## config.mk

```make
export PLATFORM = sky130hd
export DESIGN_NAME = hyperbus_ck_sequencer
export DESIGN_NICKNAME = d
export VERILOG_FILES = /design/src/rtl/hyperbus_pkg.sv /design/src/rtl/hyperbus_phase_cnt.sv /design/src/rtl/hyperbus_ck_sequencer.sv
export SDC_FILE = /design/constraint.sdc
export NUM_CORES = 1
export LEC_CHECK = 0
export CAP_MARGIN = 20
export CORE_MARGIN = 3
export CORE_UTILIZATION = 40
export DETAILED_ROUTE_END_ITERATION = 6
export PLACE_DENSITY_LB_ADDON = 0.05
export SLEW_MARGIN = 20
export SYNTH_ARGS = -nofsm -noshare
export SYNTH_HDL_FRONTEND = slang
export SYNTH_SLANG_ARGS = --single-unit
export TNS_END_PERCENT = 50
```

## constraint.sdc

```tcl
create_clock -name clk_i -period 4.7 [get_ports clk_i]
set_input_delay 0.705 -clock clk_i [delete_from_list [all_inputs] [get_ports clk_i]]
set_output_delay 0.705 -clock clk_i [all_outputs]
set_load 0.05 [all_outputs]
```

## src/rtl/hyperbus_pkg.sv

```systemverilog
// Shared types and constants for the HyperBus transaction sequencer.
// Phase encoding is exported on phase_o, so the enum values are fixed.
package hyperbus_pkg;

    typedef enum logic [2:0] {
        PH_IDLE = 3'd0,
        PH_CSS  = 3'd1,
        PH_CA   = 3'd2,
        PH_LAT  = 3'd3,
        PH_DATA = 3'd4,
        PH_CSH  = 3'd5
    } hyper_phase_e;

    localparam int CA_CYCLES = 3;

endpackage

```

## src/rtl/hyperbus_phase_cnt.sv

```systemverilog
// Loadable down-counter with enable and zero flag; loaded with N-1 so that
// zero marks the final cycle of an N-cycle phase.
module hyperbus_phase_cnt #(
    parameter int W = 4
) (
    input  logic         clk,
    input  logic         rst,
    input  logic         load,
    input  logic [W-1:0] load_val,
    input  logic         en,
    output logic [W-1:0] count,
    output logic         zero
);

    always_ff @(posedge clk) begin
        if (rst) begin
            count <= '0;
        end else if (load) begin
            count <= load_val;
        end else if (en && !zero) begin
            count <= count - W'(1);
        end
    end

    assign zero = (count == '0);

endmodule

```

## src/rtl/hyperbus_ck_sequencer.sv

```systemverilog
// HyperBus CK-enable / CS# phase sequencer for a single transaction.
// Optional feature macro: HYPERBUS_DOUBLE_LATENCY_EN (RWDS-driven 2x latency).
module hyperbus_ck_sequencer
    import hyperbus_pkg::*;
#(
    parameter int BURST_W = 16,
    parameter int LAT_W   = 4,
    parameter int CSS_CYC = 1,
    parameter int CSH_CYC = 1
) (
    input  logic               clk_i,
    input  logic               rst_i,
    input  logic               trans_valid_i,
    output logic               trans_ready_o,
    input  logic [BURST_W-1:0] trans_burst_i,
    input  logic [LAT_W-1:0]   trans_latency_i,
    input  logic               rwds_i,
    input  logic               data_stall_i,
    output logic               ck_en_o,
    output logic               cs_no,
    output logic [2:0]         phase_o,
    output logic [1:0]         ca_idx_o,
    output logic [BURST_W-1:0] data_cnt_o,
    output logic               done_o
);

    localparam int CSX_MAX = (CSS_CYC > CSH_CYC) ? CSS_CYC : CSH_CYC;
    localparam int CSX_W   = $clog2(CSX_MAX + 1);
`ifdef HYPERBUS_DOUBLE_LATENCY_EN
    localparam int LATC_W  = LAT_W + 1;
`else
    localparam int LATC_W  = LAT_W;
`endif

    hyper_phase_e       state_q, state_d;
    logic               cs_n_q, ck_en_q, ck_en_d;
    logic [1:0]         ca_idx_q, ca_idx_d;
    logic [BURST_W-1:0] burst_q;
    logic [LAT_W-1:0]   lat_q;

    logic               csx_load, csx_en, csx_zero;
    logic [CSX_W-1:0]   csx_val, csx_cnt_unused;
    logic               lat_load, lat_en, lat_zero;
    logic [LATC_W-1:0]  lat_val, lat_cnt_unused;
    logic               dat_load, dat_en, dat_zero;
    logic [BURST_W-1:0] dat_cnt;

    // RWDS is looked at only on the CA->LAT edge, i.e. while ca_idx is 2.
`ifdef HYPERBUS_DOUBLE_LATENCY_EN
    assign lat_val = rwds_i ? ({lat_q, 1'b0} - LATC_W'(1))
                            : ({1'b0, lat_q} - LATC_W'(1));
`else
    logic rwds_unused;
    assign rwds_unused = rwds_i;
    assign lat_val     = lat_q - LAT_W'(1);
`endif

    hyperbus_phase_cnt #(.W(CSX_W)) u_csx_cnt (
        .clk(clk_i), .rst(rst_i), .load(csx_load), .load_val(csx_val),
        .en(csx_en), .count(csx_cnt_unused), .zero(csx_zero)
    );

    hyperbus_phase_cnt #(.W(LATC_W)) u_lat_cnt (
        .clk(clk_i), .rst(rst_i), .load(lat_load), .load_val(lat_val),
        .en(lat_en), .count(lat_cnt_unused), .zero(lat_zero)
    );

    hyperbus_phase_cnt #(.W(BURST_W)) u_dat_cnt (
        .clk(clk_i), .rst(rst_i), .load(dat_load), .load_val(burst_q - BURST_W'(1)),
        .en(dat_en), .count(dat_cnt), .zero(dat_zero)
    );

    always_ff @(posedge clk_i) begin
        if (rst_i) begin
            state_q  <= PH_IDLE;
            cs_n_q   <= 1'b1;
            ck_en_q  <= 1'b0;
            ca_idx_q <= 2'd0;
        end else begin
            state_q  <= state_d;
            cs_n_q   <= (state_d == PH_IDLE);
            ck_en_q  <= ck_en_d;
            ca_idx_q <= ca_idx_d;
        end
    end

    // Descriptor fields are plain data and need no reset.
    always_ff @(posedge clk_i) begin
        if (trans_valid_i && state_q == PH_IDLE) begin
            burst_q <= (trans_burst_i == '0) ? BURST_W'(1) : trans_burst_i;
            lat_q   <= trans_latency_i;
        end
    end

    always_comb begin
        state_d  = state_q;
        ca_idx_d = 2'd0;
        csx_load = 1'b0;
        csx_val  = '0;
        csx_en   = 1'b0;
        lat_load = 1'b0;
        lat_en   = 1'b0;
        dat_load = 1'b0;
        dat_en   = 1'b0;
        ck_en_d  = 1'b0;
        case (state_q)
            PH_IDLE: if (trans_valid_i) begin
                state_d  = PH_CSS;
                csx_load = 1'b1;
                csx_val  = CSX_W'(CSS_CYC - 1);
            end
            PH_CSS: if (csx_zero) state_d = PH_CA; else csx_en = 1'b1;
            PH_CA: begin
                if (ca_idx_q == 2'(CA_CYCLES - 1)) begin
                    if (lat_q != '0) begin
                        state_d  = PH_LAT;
                        lat_load = 1'b1;
                    end else begin
                        state_d  = PH_DATA;
                        dat_load = 1'b1;
                    end
                end else begin
                    ca_idx_d = ca_idx_q + 2'd1;
                end
            end
            PH_LAT: if (lat_zero) begin
                state_d  = PH_DATA;
                dat_load = 1'b1;
            end else begin
                lat_en = 1'b1;
            end
            // Only cycles that actually produced a CK edge count as data.
            PH_DATA: if (ck_en_q) begin
                if (dat_zero) begin
                    state_d  = PH_CSH;
                    csx_load = 1'b1;
                    csx_val  = CSX_W'(CSH_CYC - 1);
                end else begin
                    dat_en = 1'b1;
                end
            end
            PH_CSH: if (csx_zero) state_d = PH_IDLE; else csx_en = 1'b1;
            default: state_d = PH_IDLE;
        endcase
        case (state_d)
            PH_CA, PH_LAT: ck_en_d = 1'b1;
            PH_DATA:       ck_en_d = (state_q == PH_DATA) ? !data_stall_i : 1'b1;
            default:       ck_en_d = 1'b0;
        endcase
    end

    assign trans_ready_o = (state_q == PH_IDLE);
    assign ck_en_o       = ck_en_q;
    assign cs_no         = cs_n_q;
    assign phase_o       = state_q;
    assign ca_idx_o      = ca_idx_q;
    assign data_cnt_o    = (state_q == PH_DATA) ? (burst_q - BURST_W'(1) - dat_cnt) : '0;
    assign done_o        = (state_q == PH_CSH) && csx_zero;

endmodule

```

==> summary.txt <==
Layout area overhead: 19.2%
Hold Crit Class: reg -> reg
Startpoint Class: register
Switching fraction of total power: 0.295
Slowest stage delay, CP: 0.81 ns
Share of cells above drive strength 1: 0.0690
Tmin final: 4.39 ns
Iter 0 DRT Violations: 127
Internal power: 738 µW
Longest Clk Path Bufs: 2
Post-CTS Setup Bufs: 0
Max Cap Violations: 0
Comb pwr share: 0.239
Seq cells post-synth: 48
Die width: 97.2 µm
Area of the core: 7890 µm²
GP Congestion: 0.863
Leakage Power: 1.44 nW
Drt first pass iters: 4
Syn avg cell area: 8.58 µm²
Slew Limit Fails: 0
Total power: 1.05 mW
Clk pwr share: 0.302
Setup CP Type: reg -> out
Number of diodes: 0
Final setup fails: 0
Nets@finish: 464
Fin Setup TNS: 0 ns
Worst skew pair latency: 0.30 ns
Worst path required time: 3.99 ns
Fillers: 760
Most common cell after layout, fill and taps aside: nor2_1
Most frequent cells in the layout: nor2_1, clkdlybuf4s50_1, nand2_1, dfxtp_1, inv_1
CTS buffer count: 5
Chip height: 97.2 µm
F_max: 228 MHz
Post-synth net total: 433
H-tree depth: 2
Initial antenna violation count: 0
RSZ-0062 raised after global routing: no
GRT Total Usage: 0.158
Worst-path clk slew: 0.09 ns
RR Startpoint: lat_q[0]$_DFFE_PP_
Power per cell area: 264 nW/µm²
Final global-route overflow total: 0
Worst path slowest cell: clkdlybuf4s50_1
Cells after Synth: 388
Buf+Inv Stages, Crit Path: 2
Vias in the first global route: 2605
Worst Setup SP: burst_q[0]$_SDFFCE_PN1P_
Netlist cell types: 61
CTS root buf: clkbuf_8
FFs w/ async S/R, synth: 0
Peak supply drop: 0.000156 V
Clock Sinks: 48
Hold_sp: ca_idx_o[0]$_SDFF_PP0_
P_sw: 308 µW
IO buf count: 48
Post-route ant nets: 0
Crit end category: output port
WL final: 7570 µm
Status: finished, final reports clean
Crit path top cell by count: ha_1
Row count: 32
Crit-path leading delay family: buffers and inverters
DR vias: 2885
First-pass GRT wire length: 12500 µm
CTS tree: yes
Drt drc: 0
I/O Pins: 50
Yosys warning total: 0
Post-CTS Hold Buffers: 0
CP Max Fanout: 5
Ordered cell list for the critical path: inv_1 > ha_1 > nand2_1 > xnor2_1 > ha_1 > o211a_1 > o31a_1 > a211o_1 > a31oi_1 > xor2_1 > nor2_1 > clkdlybuf4s50_1
Number of enable flip-flop cells after synthesis: 20
Dpl hpwl: 5890 µm
Synthesized cell area: 3330 µm²
Avg Vias per Cell: 5.53
Largest net degree at the start of global routing: 25
WL/cell: 14.5 µm
Sequential Power Share: 0.459
Transition time of the tightest slew-check pin: 0.983 ns
Max-Slew Margin vs Limit: 0.342
Seq/Total Area, Yosys: 0.349
Prevailing post-synth register cell: dfxtp_1
Clk_skew: 0.00893 ns
Final Hold Viols: 0
Period utilisation layout: 0.935
Initial Utilization: 0.422
Total die area: 9450 µm²
CP Data Arrival Time: 3.69 ns
## logic make-up (layout without fill, tap and decap cells)
family | Yosys count | count (layout) | share of synthesized area
simple gates | 151 | 151 | 0.240
flops | 48 | 48 | 0.349
xor+xnor | 24 | 24 | 0.0673
buf+inv | 49 | 81 | 0.0560
mux | 6 | 6 | 0.0207
fa+ha+maj | 20 | 20 | 0.0774
compound gates | 90 | 90 | 0.190
## power groups by stage
stage	combinational (mW)	sequential [mW]	clock [mW]
after floorplan	0.171	0.496	0
after global placement	0.248	0.489	0
after detailed placement	0.250	0.490	0
after CTS	0.251	0.480	0.325
after global routing	0.276	0.485	0.345
final	0.250	0.481	0.316
## routing by layer
| layer | vias up | GRT usage | wire length (µm) |
|---|---|---|---|
| li1 | 1481 | - | - |
| met1 | 1327 | 0.228 | 3800 |
| met2 | 68 | 0.242 | 3310 |
| met3 | 9 | 0.0280 | 353 |
| met4 | 0 | 0.0447 | 106 |
| met5 | - | 0 | 0 |
## flip-flops by register name, indices dropped and copies added, names as in the netlist
register,flops
burst_q,16
ca_idx_o,2
ck_en_o,1
cs_no,1
lat_q,4
phase_o,3
u_csx_cnt.count,1
u_dat_cnt.count,16
u_lat_cnt.count,4
## repair_timing
action                                 in CTS  in global routing
gates resized for setup                     1                  3
endpoints found under the hold margin       0                  0
setup endpoints to repair                   1                  5
pin swaps                                   0                  0
## final timing paths
kind	endpoint	slack [ns]	cells after the start
min	ca_idx_o[0]$_SDFF_PP0_	0.44	1
min reg2reg	ca_idx_o[0]$_SDFF_PP0_	0.44	1
max reg2reg	u_dat_cnt.count[7]$_SDFFE_PP0P_	2.36	6
max	data_cnt_o[7]	0.31	12
## cell usage after synthesis, types with 8 or more instances
cell type / count / area, µm²
inv_1: 24 / 90.1
xnor2_1: 14 / 123
clkbuf_1: 23 / 86.3
xor2_1: 9 / 78.8
nor4_1: 14 / 87.6
edfxtp_1: 20 / 601
ha_1: 19 / 238
o21ai_0: 12 / 60.1
a21oi_1: 19 / 95.1
a211oi_1: 8 / 60.1
dfxtp_1: 28 / 561
nor3_1: 13 / 65.1
nand3_1: 9 / 45.0
nand2_1: 31 / 116
nor2_1: 43 / 161
## per-stage QoR
step / instances / instance area, µm² / setup slack, ns / util / hold WS [ns]
after floorplan: 388 / 3330 / 0.329 / - / 0.456
after global placement: 514 / 3840 / 0.351 / 0.486 / 0.428
after detailed placement: 514 / 3840 / 0.305 / 0.486 / 0.432
after CTS: 522 / 3960 / 0.0971 / 0.502 / 0.449
after global routing: 522 / 3970 / 0.0464 / 0.503 / 0.482
final: 522 / 3970 / 0.307 / 0.503 / 0.443
## cell type report
cell class	count	area (µm²)	area share
clock inverter	2	38.8	0.00978
timing repair buffer	49	479	0.121
tap	102	128	0.0322
clock buffer	6	82.6	0.0208
multi-input combinational	291	1990	0.501
inverter	24	90.1	0.0227
sequential	48	1160	0.293
No activity file was read; power rests on OpenSTA's default activity.
